**src/rtl/ospi_req_arbiter.sv**
```systemverilog
// Round-robin arbiter sharing one ospi_controller request/response port among
// NUM_REQ requesters; load responses are routed back in order through a tag FIFO.
module ospi_req_arbiter #(
  parameter int NUM_REQ         = 4,
  parameter int MAX_OUTSTANDING = 4
) (
  input  logic                                   clk,
  input  logic                                   rst,
  input  logic [NUM_REQ-1:0]                     m_req_valid,
  input  logic [NUM_REQ-1:0]                     m_req_is_load,
  input  logic [NUM_REQ*32-1:0]                  m_req_addr,
  input  logic [NUM_REQ*32-1:0]                  m_req_wdata,
  input  logic [NUM_REQ*5-1:0]                   m_req_rd,
  output logic [NUM_REQ-1:0]                     m_req_ready,
  output logic [NUM_REQ-1:0]                     m_resp_valid,
  output logic [4:0]                             m_resp_rd,
  output logic [31:0]                            m_resp_data,
  output logic                                   s_req_valid,
  output logic                                   s_req_is_load,
  output logic [31:0]                            s_req_addr,
  output logic [31:0]                            s_req_wdata,
  output logic [4:0]                             s_req_rd,
  input  logic                                   s_req_ready,
  input  logic                                   s_resp_valid,
  input  logic [4:0]                             s_resp_rd,
  input  logic [31:0]                            s_resp_data,
  output logic [$clog2(MAX_OUTSTANDING+1)-1:0]   outstanding,
  output logic                                   resp_err
);

  localparam int ID_W  = $clog2(NUM_REQ);
  localparam int CNT_W = $clog2(MAX_OUTSTANDING + 1);
  localparam int PTR_W = (MAX_OUTSTANDING > 1) ? $clog2(MAX_OUTSTANDING) : 1;

  typedef enum logic {IDLE, ISSUE} state_t;

  state_t            state;
  logic [ID_W-1:0]   rr_ptr;
  logic [ID_W-1:0]   grant_id;
  logic              grant_any;
  logic [NUM_REQ-1:0] eligible;

  logic              held_is_load;
  logic [31:0]       held_addr;
  logic [31:0]       held_wdata;
  logic [4:0]        held_rd;
  logic [ID_W-1:0]   held_id;

  logic              pending_load;
  logic [CNT_W:0]    load_budget;

  logic [ID_W-1:0]   tag_mem [MAX_OUTSTANDING];
  logic [PTR_W-1:0]  wr_ptr;
  logic [PTR_W-1:0]  rd_ptr;
  logic              push;
  logic              pop;

  function automatic logic [PTR_W-1:0] ptr_inc(input logic [PTR_W-1:0] p);
    return (p == PTR_W'(MAX_OUTSTANDING - 1)) ? '0 : p + 1'b1;
  endfunction

  // A captured-but-unissued load already owns a FIFO slot.
  assign pending_load = (state == ISSUE) && held_is_load;
  assign load_budget  = {1'b0, outstanding} + (CNT_W+1)'(pending_load);

  always_comb begin
    eligible = '0;
    for (int i = 0; i < NUM_REQ; i++) begin
      eligible[i] = m_req_valid[i] &&
                    (!m_req_is_load[i] || (load_budget < (CNT_W+1)'(MAX_OUTSTANDING)));
    end
  end

  always_comb begin
    grant_any = 1'b0;
    grant_id  = '0;
    for (int k = 0; k < NUM_REQ; k++) begin
      if (!grant_any && eligible[ID_W'((int'(rr_ptr) + k) % NUM_REQ)]) begin
        grant_any = 1'b1;
        grant_id  = ID_W'((int'(rr_ptr) + k) % NUM_REQ);
      end
    end
  end

  always_comb begin
    m_req_ready = '0;
    if (!rst && (state == IDLE) && grant_any) begin
      m_req_ready[grant_id] = 1'b1;
    end
  end

  assign s_req_is_load = held_is_load;
  assign s_req_addr    = held_addr;
  assign s_req_wdata   = held_wdata;
  assign s_req_rd      = held_rd;

  always_ff @(posedge clk or posedge rst) begin
    if (rst) begin
      state        <= IDLE;
      rr_ptr       <= '0;
      s_req_valid  <= 1'b0;
      held_is_load <= 1'b0;
      held_addr    <= '0;
      held_wdata   <= '0;
      held_rd      <= '0;
      held_id      <= '0;
    end else begin
      case (state)
        IDLE: begin
          if (grant_any) begin
            held_is_load <= m_req_is_load[grant_id];
            held_addr    <= m_req_addr[grant_id*32 +: 32];
            held_wdata   <= m_req_wdata[grant_id*32 +: 32];
            held_rd      <= m_req_rd[grant_id*5 +: 5];
            held_id      <= grant_id;
            rr_ptr       <= (grant_id == ID_W'(NUM_REQ - 1)) ? '0 : grant_id + 1'b1;
            s_req_valid  <= 1'b1;
            state        <= ISSUE;
          end
        end
        ISSUE: begin
          if (s_req_ready) begin
            s_req_valid <= 1'b0;
            state       <= IDLE;
          end
        end
        default: begin
          s_req_valid <= 1'b0;
          state       <= IDLE;
        end
      endcase
    end
  end

  // A response with nothing outstanding is dropped and flagged, never popped.
  assign push = s_req_valid && s_req_ready && held_is_load;
  assign pop  = s_resp_valid && (outstanding != '0);

  always_ff @(posedge clk) begin
    if (push) begin
      tag_mem[wr_ptr] <= held_id;
    end
  end

  always_ff @(posedge clk or posedge rst) begin
    if (rst) begin
      wr_ptr       <= '0;
      rd_ptr       <= '0;
      outstanding  <= '0;
      resp_err     <= 1'b0;
      m_resp_valid <= '0;
      m_resp_rd    <= '0;
      m_resp_data  <= '0;
    end else begin
      if (push) begin
        wr_ptr <= ptr_inc(wr_ptr);
      end
      if (pop) begin
        rd_ptr <= ptr_inc(rd_ptr);
      end
      case ({push, pop})
        2'b10:   outstanding <= outstanding + 1'b1;
        2'b01:   outstanding <= outstanding - 1'b1;
        default: outstanding <= outstanding;
      endcase

      m_resp_valid <= '0;
      if (pop) begin
        m_resp_valid[tag_mem[rd_ptr]] <= 1'b1;
        m_resp_rd                     <= s_resp_rd;
        m_resp_data                   <= s_resp_data;
      end

      if (s_resp_valid && (outstanding == '0)) begin
        resp_err <= 1'b1;
      end
    end
  end

endmodule

```
**config.mk**
```make
export PLATFORM = sky130hd
export DESIGN_NAME = ospi_req_arbiter
export DESIGN_NICKNAME = d
export VERILOG_FILES = /design/src/rtl/ospi_req_arbiter.sv
export SDC_FILE = /design/constraint.sdc
export NUM_CORES = 1
export LEC_CHECK = 0
export ABC_AREA = 0
export BUFFER_PORTS_ARGS = -buffer_cell sky130_fd_sc_hd__buf_2
export CORE_AREA = 3 3 173 175
export DETAILED_ROUTE_END_ITERATION = 16
export DIE_AREA = 0 0 176 178
export GPL_TIMING_DRIVEN = 0
export PLACE_DENSITY = 0.55
export SLEW_MARGIN = 5
export SYNTH_ARGS = -nofsm -noshare
export SYNTH_HDL_FRONTEND = slang
export SYNTH_SLANG_ARGS = --single-unit
```
**constraint.sdc**
```tcl
create_clock -name clk -period 9.15 [get_ports clk]
set_clock_uncertainty 0.05 [all_clocks]
set_input_delay 2.2875 -clock clk [delete_from_list [all_inputs] [get_ports clk]]
set_output_delay 2.2875 -clock clk [all_outputs]
set_load 0.1 [all_outputs]
```
## After elaboration in Yosys (flattened, before gate mapping)

Memory sizes are Yosys's and may differ from the RTL's.
Cells that the tools add are included.

| cells by class | value |
|---|---|
| $add $sub $neg | 9 |
| multipliers | 1 |
| div/mod/pow operators | 0 |
| magnitude comparators | 9 |
| equal/unequal tests | 7 |
| shifts and indexed selects | 3 |
| muxes and demuxes | 40 |
| bitwise operators | 1 |
| reduce and logical (&&, ||, !) cells | 33 |

Operators by type and width:

| kind | number |
|---|---|
| $shiftx A128 B8 Y32 | 2 |
| $mux W1 | 21 |
| $shiftx A20 B6 Y5 | 1 |
| $logic_and A1 B1 Y1 | 16 |
| $lt A2 B4 Y1 const B | 4 |
| $mux W2 | 7 |
| $bmux W1 S2 | 5 |
| $add A2 B1 Y2 const B | 4 |
| $eq A2 B2 Y1 const B | 4 |
| $logic_not A1 Y1 | 8 |
| $mux W4 | 2 |
| $lt A2 B3 Y1 const B | 2 |
| $pmux W3 S2 | 1 |
| $mul A2 B3 Y5 const B | 1 |
| $add A2 B2 Y2 const B | 2 |
| $add A3 B1 Y4 | 1 |
| $demux W1 S2 | 2 |
| $ge A2 B1 Y1 const B | 2 |
| $logic_or A1 B1 Y1 | 4 |
| $lt A4 B3 Y1 const B | 1 |
| $ne A2 B2 Y1 const B | 2 |
| $pmux W1 S2 | 2 |
| $reduce_and A2 Y1 | 2 |
| $add A3 B1 Y3 const B | 1 |
| other kinds (6) | 6 |

| storage, ports and cells | value |
|---|---|
| bits in registers | 125 |
| bits in latches | 0 |
| RAM bits | 8 |
| memory bits (read-only) | 0 |
| bits of input ports | 325 |
| output and inout bits | 120 |
| logic and storage cells | 119 |
| memories kept | 1 |

Memory list:

| name | depth | bits a word | rd ports | clocked after memory_dff | wr ports | RTL line | text |
|---|---|---|---|---|---|---|---|
| tag_mem | 4 | 2 | 1 | 0 | 1 | 52 | `logic [ID_W-1:0] tag_mem [MAX_OUTSTANDING];` |

## Depth between registers and ports, before layout

Gate-level depths: netlist of run 1.

| depth | value |
|---|---|
| word-level depth | 23 |
| gate-level depth with buffers | 11 |
| depth with buffers taken out | 9 |

## Worst setup path before layout of run 1

OpenSTA, ideal clock, no wires.

| path | value |
|---|---|
| kind | input to output |
| from | in m_req_valid[2] |
| to | out m_req_ready[1] |
| arrival time | 6.326 ns |
| slack | 0.486 ns |
| stages | 8 |
| cell sequence | mux2_2 > a211oi_1 > o32a_2 > buf_6 > nand2_4 > buf_6 > buf_6 > nor4_1 |

| between the ends | value |
|---|---|
| cells in the longest elaborated chain, start to end | 19 |
| elaborated cells between the ends (all ways) | 34 |
| classes of those cells | 2 x order compare; 23 x mux; 9 x reduce/logical |

RTL lines:

| element | RTL line | text |
|---|---|---|
| start, declared | 9 | `input logic [NUM_REQ-1:0] m_req_valid,` |
| $logic_and A1 B1 Y1 (*) | 69 | `eligible[i] = m_req_valid[i] &&` |
| $bmux W1 S2 | 78 | `if (!grant_any && eligible[ID_W'((int'(rr_ptr) + k) % NUM_REQ)]) begin` |
| $mux W1 (implied by the code) (2 in a row) | 78 |  |
| $mux W1 | 78 |  |
| $logic_not A1 Y1 | 78 |  |
| $logic_and A1 B1 Y1 | 78 |  |
| $mux W1 | 78 |  |
| $logic_not A1 Y1 | 78 |  |
| [2 not listed] | - |  |
| $logic_not A1 Y1 | 78 |  |
| $logic_and A1 B1 Y1 | 78 |  |
| $mux W2 | 78 |  |
| $lt A2 B3 Y1 (implied by the code) or $ge A2 B1 Y1 (tied branches) | 88 | `m_req_ready[grant_id] = 1'b1;` |
| $logic_and A1 B1 Y1 (implied by the code) | 88 |  |
| $mux W1 (implied by the code) | 88 |  |
| $demux W1 S2 | 88 |  |
| $mux W4 (*) | 87 | `if (!rst && (state == IDLE) && grant_any) begin` |
| end, declared | 14 | `output logic [NUM_REQ-1:0] m_req_ready,` |

Every way passes the cells marked *; elsewhere a longest branch is shown, timed or not. The select of a mux whose other input is x is not followed.

## Worst setup path in the final report of run 1

| path | value |
|---|---|
| from | in m_req_is_load[1] |
| to | out m_req_ready[3] |

| between the ends | value |
|---|---|
| cells in the longest elaborated chain, start to end | 21 |
| elaborated cells between the ends (all ways) | 36 |
| classes of those cells | 2 x order compare; 23 x mux; 11 x reduce/logical |

RTL lines:

| element | RTL line | text |
|---|---|---|
| start, declared | 10 | `input logic [NUM_REQ-1:0] m_req_is_load,` |
| $logic_not A1 Y1 (*) | 70 | `(!m_req_is_load[i] \|\| (load_budget < (CNT_W+1)'(MAX_OUTSTANDING)));` |
| $logic_or A1 B1 Y1 (*) | 70 |  |
| $logic_and A1 B1 Y1 (*) | 69 |  |
| $bmux W1 S2 | 78 |  |
| $mux W1 (implied by the code) (2 in a row) | 78 |  |
| $mux W1 | 78 |  |
| $logic_not A1 Y1 | 78 |  |
| $logic_and A1 B1 Y1 | 78 |  |
| [4 not listed] | - |  |
| $logic_not A1 Y1 | 78 |  |
| $logic_and A1 B1 Y1 | 78 |  |
| $mux W2 | 78 |  |
| $lt A2 B3 Y1 (implied by the code) or $ge A2 B1 Y1 (tied branches) | 88 |  |
| $logic_and A1 B1 Y1 (implied by the code) | 88 |  |
| $mux W1 (implied by the code) | 88 |  |
| $demux W1 S2 | 88 |  |
| $mux W4 (*) | 87 |  |

Marks and branches as above.

==> impl_results.md, run 1 <==
- Vias in the first global route: 7513
- First-pass GRT wire length: 45600 µm
- Synthesized Nets: between 1000 and 1500
- CP Cell Sequence: buf_2 -> inv_1 -> o21ai_1 -> o21ai_2 -> nand2_4 -> buf_6 -> inv_1 -> ha_1 -> and3_1 -> buf_2
- GRT overflow: 0
- WL met2: 15400 µm
- Die Ht: about 180 µm
- Synth Area in Simple Gates: around 18%
- Yosys top cell area share: between 40% and 50%
- Flop pwr share: 19.9%
- Chip Width: roughly 180 µm
- Peak supply drop: approximately 180 µV
- Total power draw: 5.03 mW
- ANT cells: 0
- CTS sink cnt: roughly 130
- Ys async rst share: a little over nine tenths
- XOR/XNOR share of the synthesized area: less than 1%
- Pin count of the biggest net entering global routing: 68
- Resized Gates After CTS: 0
- RSZ-0062 raised after global routing: no
- Largest family of logic cells by synthesized area: compound AO/OA/AOI/OAI gates
- Number of synthesized flops with an enable pin: 8
- PortBufs: approximately 440
- Fin. Hold Viols: 0
- Leak: around 5.6 nW
- CP Capture Type: output port
- # Max-Cap Violations: 0
- WS Path Type: in2out
- Fmax: around 140 MHz
- H-tree Lvls: 4
- Rel. slew slack: between 40% and 50%
- Area Overhead vs Synth: 44.0%
- Post-CTS setup buffers: 0
- Routed Wire Length: about 31000 µm
- Worst-margin pin slew: 0.756 ns
- Min Tclk post-route: ~7.0 ns
- CP max-delay cell: o21ai_2
- Clk buf depth: 2
- Drt pass-1 iters: 4
- Ranking of synthesized cells by area: dfrtp_1, a211oi_1, mux2i_1
- Post-synthesis compound-gate area fraction: roughly a fifth
- Hold Crit Class: reg2reg
- Initial Util: about a quarter
- Nets@finish: roughly 1600
- Mux contribution to synthesized area: a little under 10%
- WHS Path Cells: 2
- Clock Root Buffer: clkbuf_16
- Synthesized area: 7540 µm²
- Net switching share of the total power: 61.4%
- Post-synthesis instance total: roughly 750
- All-layer global routing usage: between 10% and 20%
- NetSw: 3.09 mW
- Commonest cells in the synthesized netlist: dfrtp_1, nand2_1, a211oi_1
- Combinational Power Share: 66.3%
- Share of cells above drive strength 1: a little under half
- Starting DRT DRC Count: 323
- Worst-path fanout max: 10
- Post-route ant nets: 0
- Syn_area_per_cell: 10.0 µm²
- Final hold slack: ~0.42 ns
- Critical Path AT: between 4 and 5 ns
- Adder-Cell Fraction of Synth Area: ~1.4%
- Total CTS buffers: 17
- Final Max Tran Viols: 0
- Clock share of power: between 10 and 15%
- Yosys reg bits: 133
- Dominant cell type by area after synthesis: dfrtp_1
- Clk_lat worst skew: between 0.4 and 0.5 ns
- Initial antenna violation count: 2
- Sequential Area: approximately 3400 µm²
- Status: completed
- Drt drc: 0
- Setup violators final: 0
- Dpl hpwl: between 20000 and 25000 µm
- CTS tree: done
- Multi-input gate area: between 3000 and 4000 µm²
- Floorplan row count: 62
- Ys flop type: dfrtp_1
- Mean routed wirelength per cell: a little under 20 µm
- Register area share after synthesis: between 40% and 50%
- Met3 Wirelength: between 2000 and 2500 µm
- Internal Power: about 1.9 mW
- Die Area: around 31000 µm²
- Worst setup SP type: input pin
- Cell Pwr Density: 463 nW/µm²
- # fillers: between 2000 and 3000
- Mean number of vias per cell: around 4.7
- Data required time of the worst path: a little under 7 ns
- CORE AREA: roughly 29000 µm²
- Reg clk slew, reported paths: about 0.06 ns
- Top Metal Used: met5
- GP Congestion: between 0.8 and 0.9
- Count leader, synth: dfrtp_1
- Worst R2R Path Depth: 8
- Ys Warns: 0
- Routed via count: around 7500
- Cts hold-fix bufs: 0
- # IOs: around 450
- Netlist cell types: 47
- Slowest stage delay, CP: approximately 0.64 ns
- WL met1: 13200 µm
- Period utilization: roughly 76%
## layer usage
metal / vias up / track usage, %
met3: 34 / 4.83
met1: 3548 / 24.2
met2: 294 / 33.1
met4: 4 / 5.05
li1: 3656 / -
met5: - / 0
## critical path, delay by kind of cell
family                     cells  cell delay, ns
AOI/OAI and AO/OA              2            0.78
adders and majority gates      1            0.19
and+or+nand+nor                2            0.37
buffers and inverters          5            1.00
## area by class of cell
| class | count | share of cell area, % |
|---|---|---|
| clock inverters | 15 | 1.43 |
| clock buffers | 17 | 3.92 |
| well taps | 384 | 4.42 |
| multi-input cells | 541 | 34.3 |
| flip-flops and latches | 133 | 31.0 |
| inverters | 15 | 0.565 |
| plain buffers | 64 | 3.64 |
| repair buffers | 445 | 20.7 |
## sequential cells by signal, summed over array words and instances (netlist names)
signal / flops
outstanding: 3
s_req_is_load: 1
held_id: 2
m_resp_valid: 4
rd_ptr: 2
state: 1
wr_ptr: 2
s_req_wdata: 32
s_req_addr: 32
resp_err: 1
s_req_valid: 1
s_req_rd: 5
rr_ptr: 2
m_resp_rd: 5
tag_mem: 8
m_resp_data: 32
## power groups by stage
| stage | registers (mW) | logic, mW | clock network (mW) |
|---|---|---|---|
| 2_1_floorplan | 2.65 | 0.994 | 0 |
| 3_3_place_gp | 1.01 | 3.35 | 0 |
| 3_5_place_dp | 1.01 | 3.36 | 0 |
| 4_1_cts | 1.00 | 3.37 | 0.717 |
| 5_1_grt | 1.03 | 3.50 | 0.744 |
| 6_report | 1.00 | 3.33 | 0.695 |
## worst paths after layout
| check | startpoint | end | slack, ns |
|---|---|---|---|
| setup / recovery | m_req_is_load[1] | m_req_ready[3] | 2.18 |
| hold reg to reg | m_resp_data[7] | m_resp_data[7] | 0.42 |
| min in group asynchronous | rst | rr_ptr[0] | 1.89 |
| setup reg to reg | state | s_req_wdata[30] | 6.20 |
| max in group asynchronous | rst | s_req_addr[16] | 6.38 |
| hold / removal | m_resp_data[7] | m_resp_data[7] | 0.42 |
## kinds of logic after synthesis
logic type                 after synthesis
DFF                                    133
and+or+nand+nor                        290
adders and majority gates                8
muxes                                   72
buffers and inverters                   79
AOI/OAI and AO/OA                      168
xor gates and xnor gates                 3
## through the flow
step	setup TNS (ns)	setup WS (ns)	util [%]	std cells	area [µm²]
floorplan	0	0.486	-	753	7540
global placement	-1.26	-0.679	35.8	1581	10200
detailed placement	0	2.07	35.9	1582	10300
CTS	0	2.05	37.9	1614	10900
global route	0	1.97	37.9	1614	10900
finish	0	2.18	37.9	1614	10900
## cells in the final DEF (no fill, tap or decap), drive strengths merged, types with 4 or more instances in the layout
cell    count
clkbuf     52
nor2       74
dfrtp     125
a211oi    141
buf       474
nor3        4
and3       72
edfxtp      8
o21ai      11
inv        26
and2        4
mux2i      69
ha          7
nand2     123
(Power assumes the default switching activity.)
==> run 2, diff against run 1 <==
CORE_AREA = 3 3 170 172   (was 3 3 173 175)
DIE_AREA = 0 0 173 175   (was 0 0 176 178)
PLACE_DENSITY = 0.56   (was 0.55)
clock period = 7.15 ns   (was 9.15 ns; I/O delays follow)
==> impl_results.md, run 2 (same netlist as run 1, synthesis figures left out) <==
- Status: completed
- Floorplan row count: just over 60
- Clk_lat worst skew: between 0.4 and 0.5 ns
- Clk buf depth: 2
- Met3 Wirelength: about 2200 µm
- Cts hold-fix bufs: 0
- Flop pwr share: 19.8%
- Routed Wire Length: roughly 32000 µm
- Initial antenna violation count: 7
- Critical Path AT: roughly 4.2 ns
- Rel. slew slack: 45.6%
- WL met2: between 15000 and 20000 µm
- Mean routed wirelength per cell: 19.8 µm
- Slowest stage delay, CP: roughly 0.70 ns
- Placed Cells: roughly 1600
- H-tree Lvls: 4
- Clock Root Buffer: clkbuf_16
- Sequential Area: 3370 µm²
- NetSw: about 4 mW
- Leak: between 5 and 6 nW
- Routed via count: approximately 7600
- Multi-input gate area: between 3000 and 4000 µm²
- Setup violators final: 0
- GP Congestion: just under 0.9
- RSZ-0062 raised after global routing: no
- Net switching share of the total power: between 60% and 70%
- Data required time of the worst path: approximately 5.3 ns
- Drt pass-1 iters: 4
- Combinational Power Share: approximately 66%
- Area Overhead vs Synth: 44.9%
- WS Path Type: in2out
- Nets@finish: 1553
- Reg clk slew, reported paths: around 0.070 ns
- Total power draw: 6.48 mW
- CP Capture Type: output port
- Cell Pwr Density: 593 nW/µm²
- PortBufs: ~440
- Internal Power: 2.49 mW
- Hold Crit Class: reg2reg
- Peak supply drop: between 200 and 300 µV
- Post-CTS setup buffers: 0
- Final Max Tran Viols: 0
- Dpl hpwl: approximately 25000 µm
- Resized Gates After CTS: 0
- Chip Width: about 170 µm
- CP Cell Sequence: buf_2 -> inv_1 -> o21ai_1 -> o21ai_2 -> nand2_4 -> buf_6 -> inv_1 -> ha_1 -> and3_1 -> buf_2
- Crit path buf inv count: 5
- Final Util: 39.6%
- Clock share of power: roughly 14%
- Min Tclk post-route: just over 6 ns
- Mean number of vias per cell: 4.70
- Non-filler instance count after layout: ~1600
- Pin count of the biggest net entering global routing: 37
- Total CTS buffers: 17
- Cell Area, Placed: roughly 10000 µm²
- Worst setup SP type: input pin
- CP max-delay cell: o21ai_2
- CORE AREA: 27600 µm²
- Fin. Hold Viols: 0
- WL met1: ~13000 µm
- Fmax: approximately 160 MHz
- Worst-margin pin slew: around 0.82 ns
- Top Metal Used: met5
- Die Area: between 30000 and 40000 µm²
- Most frequent cells in the layout: buf_2, dfrtp_1, nand2_1, a211oi_1, nor2_1
- First-pass GRT wire length: approximately 48000 µm
- GRT overflow: 0
- Share of cells above drive strength 1: a little under half
- # fillers: approximately 2900
- Setup TNS: 0 ns
- Worst-path fanout max: 10
- Delay-heaviest family, CP: buffers and inverters
- Fin area: 10900 µm²
- All-layer global routing usage: 20.6%
- Period utilization: between 80% and 90%
- Starting DRT DRC Count: roughly 310
- Final hold slack: 0.407 ns
- CTS tree: done
- Post-route ant nets: 0
- # IOs: between 400 and 500
- Initial Util: between 20% and 30%
- Commonest non-fill, non-tap cell in the layout: buf_2
- Worst setup margin: around 1.1 ns
- # Max-Cap Violations: 0
- Vias in the first global route: 7848
- Die Ht: between 150 and 200 µm
- CTS sink cnt: 133
- Drt drc: 0
- Worst slack, placed: roughly 0.97 ns
==> run 2: changes by cell type in the layout (fill, tap and decap cells not counted), sizes merged <==
cell      change
clkinvlp      +1
buf           +3
diode         +2
inv           -1
==> run 2: final cells by class <==
cell class | instances | area share [%]
Clock inverter | 15 | 1.44
Tap cell | 378 | 4.33
Timing Repair Buffer | 448 | 21.1
Clock buffer | 17 | 3.89
Buffer | 64 | 3.62
Sequential cell | 133 | 30.8
Inverter | 15 | 0.550
Multi-Input combinational cell | 541 | 34.2
Antenna cell | 2 | 0.0458
==> run 2: path summary, 6_finish.rpt <==
kind | from | end | slack [ns] | depth (start not counted)
setup / recovery | m_req_is_load[1] | m_req_ready[3] | 1.07 | 10
hold / removal | resp_err | resp_err | 0.41 | 1
setup reg to reg | state | s_req_addr[27] | 4.11 | 8
hold reg to reg | resp_err | resp_err | 0.41 | 1
max in group asynchronous | rst | s_req_rd[4] | 5.00 | 4
min in group asynchronous | rst | s_req_wdata[1] | 1.35 | 2
==> run 2: power groups by stage <==
stage	logic (mW)	clock network [mW]	registers, mW
floorplan	1.28	0	3.39
global placement	4.29	0	1.29
detailed placement	4.32	0	1.30
CTS	4.32	0.938	1.28
global route	4.49	0.965	1.33
finish	4.29	0.908	1.28
==> run 2: routing by layer <==
layer / global-route usage [%] / vias to the layer above
met4: 7.26 / 10
met1: 25.2 / 3549
met2: 35.1 / 318
li1: - / 3666
met3: 5.28 / 46
met5: 0 / -
==> run 2: worst register-to-register path, delay by kind of cell (launching register included) <==
family / cells / cell delay [ns]
AO/OA/AOI/OAI: 5 / 1.69
flip-flops: 1 / 0.49
buffers and inverters: 2 / 0.45
AND/OR/NAND/NOR: 1 / 0.24
==> run 3, diff against run 2 <==
CORE_AREA = default   (was 3 3 170 172)
CORE_MARGIN = 3   (was default)
CORE_UTILIZATION = 25   (was default)
DIE_AREA = default   (was 0 0 173 175)
PLACE_DENSITY = 0.53   (was 0.56)
==> impl_results.md, run 3 (same netlist as run 1, synthesis figures left out) <==
- Delay-heaviest family, CP: buffers and inverters
- Cell Pwr Density: between 500 and 600 nW/µm²
- Total CTS buffers: 17
- Total power draw: between 6 and 7 mW
- Clk buf depth: 2
- H-tree Lvls: 4
- Dpl hpwl: between 20000 and 30000 µm
- GP Congestion: around 0.88
- Most frequent cells in the layout: buf_2, dfrtp_1, nand2_1, a211oi_1, nor2_1
- Drt pass-1 iters: 4
- Data required time of the worst path: 5.31 ns
- # IOs: between 400 and 500
- # fillers: between 3000 and 4000
- Reg2Reg Setup Slack: approximately 4.1 ns
- Starting DRT DRC Count: around 290
- Post-CTS setup buffers: 0
- Worst setup SP type: input pin
- Die Area: between 30000 and 40000 µm²
- Die Ht: approximately 180 µm
- Area Overhead vs Synth: 44.8%
- Min Tclk post-route: roughly 6.1 ns
- Final Util: between 30% and 40%
- First-pass GRT wire length: approximately 48000 µm
- Clk_lat worst skew: approximately 0.42 ns
- Post-route ant nets: 0
- Worst r2r src: state
- Status: completed
- Pin count of the biggest net entering global routing: 36
- CTS tree: done
- Hold EP: resp_err
- Worst R2R Path Depth: 8
- Peak supply drop: approximately 300 µV
- Initial antenna violation count: 7
- Combinational Power Share: 66.4%
- Fin. Hold Viols: 0
- Flop pwr share: between 10% and 20%
- Hold Crit Class: reg2reg
- Worst-path fanout max: 10
- Rel. slew slack: approximately 44%
- Resized Gates After CTS: 0
- CORE AREA: slightly below 30000 µm²
- Share of cells above drive strength 1: a little under half
- CP max-delay cell: o21ai_2
- Setup violators final: 0
- Commonest non-fill, non-tap cell in the layout: buf_2
- Cts hold-fix bufs: 0
- Slowest stage delay, CP: slightly above 0.7 ns
- Vias in the first global route: 7965
- WHS Path Cells: 1
- Crit path buf inv count: 5
- GRT overflow: 0
- Initial Util: approximately 26%
- NetSw: approximately 4.0 mW
- All-layer global routing usage: approximately a fifth
- Fmax: between 150 and 200 MHz
- # Max-Cap Violations: 0
- CP Cell Sequence: buf_2 -> inv_1 -> o21ai_1 -> o21ai_2 -> nand2_4 -> buf_6 -> inv_1 -> ha_1 -> and3_1 -> buf_2
- Clock Root Buffer: clkbuf_16
- Floorplan row count: 62
- CTS sink cnt: between 100 and 150
- Chip Width: between 150 and 200 µm
- Period utilization: roughly 86%
- Final Max Tran Viols: 0
- WS Path Type: in2out
- RSZ-0062 raised after global routing: no
- Critical Path AT: roughly 4.3 ns
- Leak: between 5 and 6 nW
- Hold_sp: resp_err
- Routed via count: roughly 7500
- Internal Power: around 2.5 mW
- Mean number of vias per cell: about 4.7
- Mean routed wirelength per cell: between 15 and 20 µm
- Worst-margin pin slew: around 0.83 ns
- FF-to-FF End: s_req_wdata[27]
- Nets@finish: 1553
- Net switching share of the total power: between 60% and 70%
- Drt drc: 0
- Routed Wire Length: between 30000 and 40000 µm
- CP Capture Type: output port
- PortBufs: approximately 440
- Clock share of power: between 10% and 20%
- Reg clk slew, reported paths: ~0.060 ns
-- run 3: worst register-to-register path: cells and delay by family, from the launching register on --
family          cells  cell delay (ns)
flops               1             0.50
compound gates      5             1.70
simple gates        1             0.28
buf+inv             2             0.43
-- run 3: power by group through the flow --
stage	Clock, mW	Sequential [mW]	Combinational (mW)
final	0.886	1.28	4.28
after global routing	0.948	1.33	4.49
after CTS	0.915	1.28	4.33
after detailed placement	0	1.29	4.32
after global placement	0	1.29	4.30
after floorplan	0	3.39	1.28
-- run 3: area by class of cell --
type | count | area (µm²) | share of cell area, %
multi-input cells | 541 | 3730 | 34.2
clock inverters | 14 | 128 | 1.17
inverters | 15 | 60.1 | 0.550
flip-flops and latches | 133 | 3370 | 30.8
clock buffers | 18 | 450 | 4.12
well taps | 384 | 480 | 4.40
plain buffers | 64 | 395 | 3.62
diodes | 2 | 5.00 | 0.0458
repair buffers | 448 | 2300 | 21.1
-- run 3: routing by layer --
metal	up-vias	wire length [µm]	part of all wire (%)	global-route usage [%]
met5	-	67	0.21	0
met2	307	16300	51	34.5
met3	45	2190	6.8	5.42
li1	3676	-	-	-
met1	3498	12700	40	22.1
met4	10	852	2.7	6.16
-- run 3: how the worst max path moves through the flow --
stage / depth (start not counted) / from / end
after floorplan: 8 / m_req_valid[2] / m_req_ready[1]
after global placement: 4 / rst / m_req_ready[2]
after detailed placement: 10 / m_req_is_load[1] / m_req_ready[3]
after CTS: 10 / m_req_is_load[1] / m_req_ready[3]
after global routing: 10 / m_req_is_load[1] / m_req_ready[3]
final: 10 / m_req_is_load[1] / m_req_ready[3]
-- run 3: through the flow --
step                      hold slack [ns]  setup TNS (ns)  setup slack (ns)  instances  area (µm²)
after floorplan                     0.426               0             0.655        753        7560
after global placement              0.384          -0.611            -0.316       1581       10300
after detailed placement            0.390               0             0.990       1585       10300
after CTS                           0.404               0             0.985       1617       10900
after global routing                0.431               0             0.879       1618       10900
final                               0.401               0              1.03       1619       10900
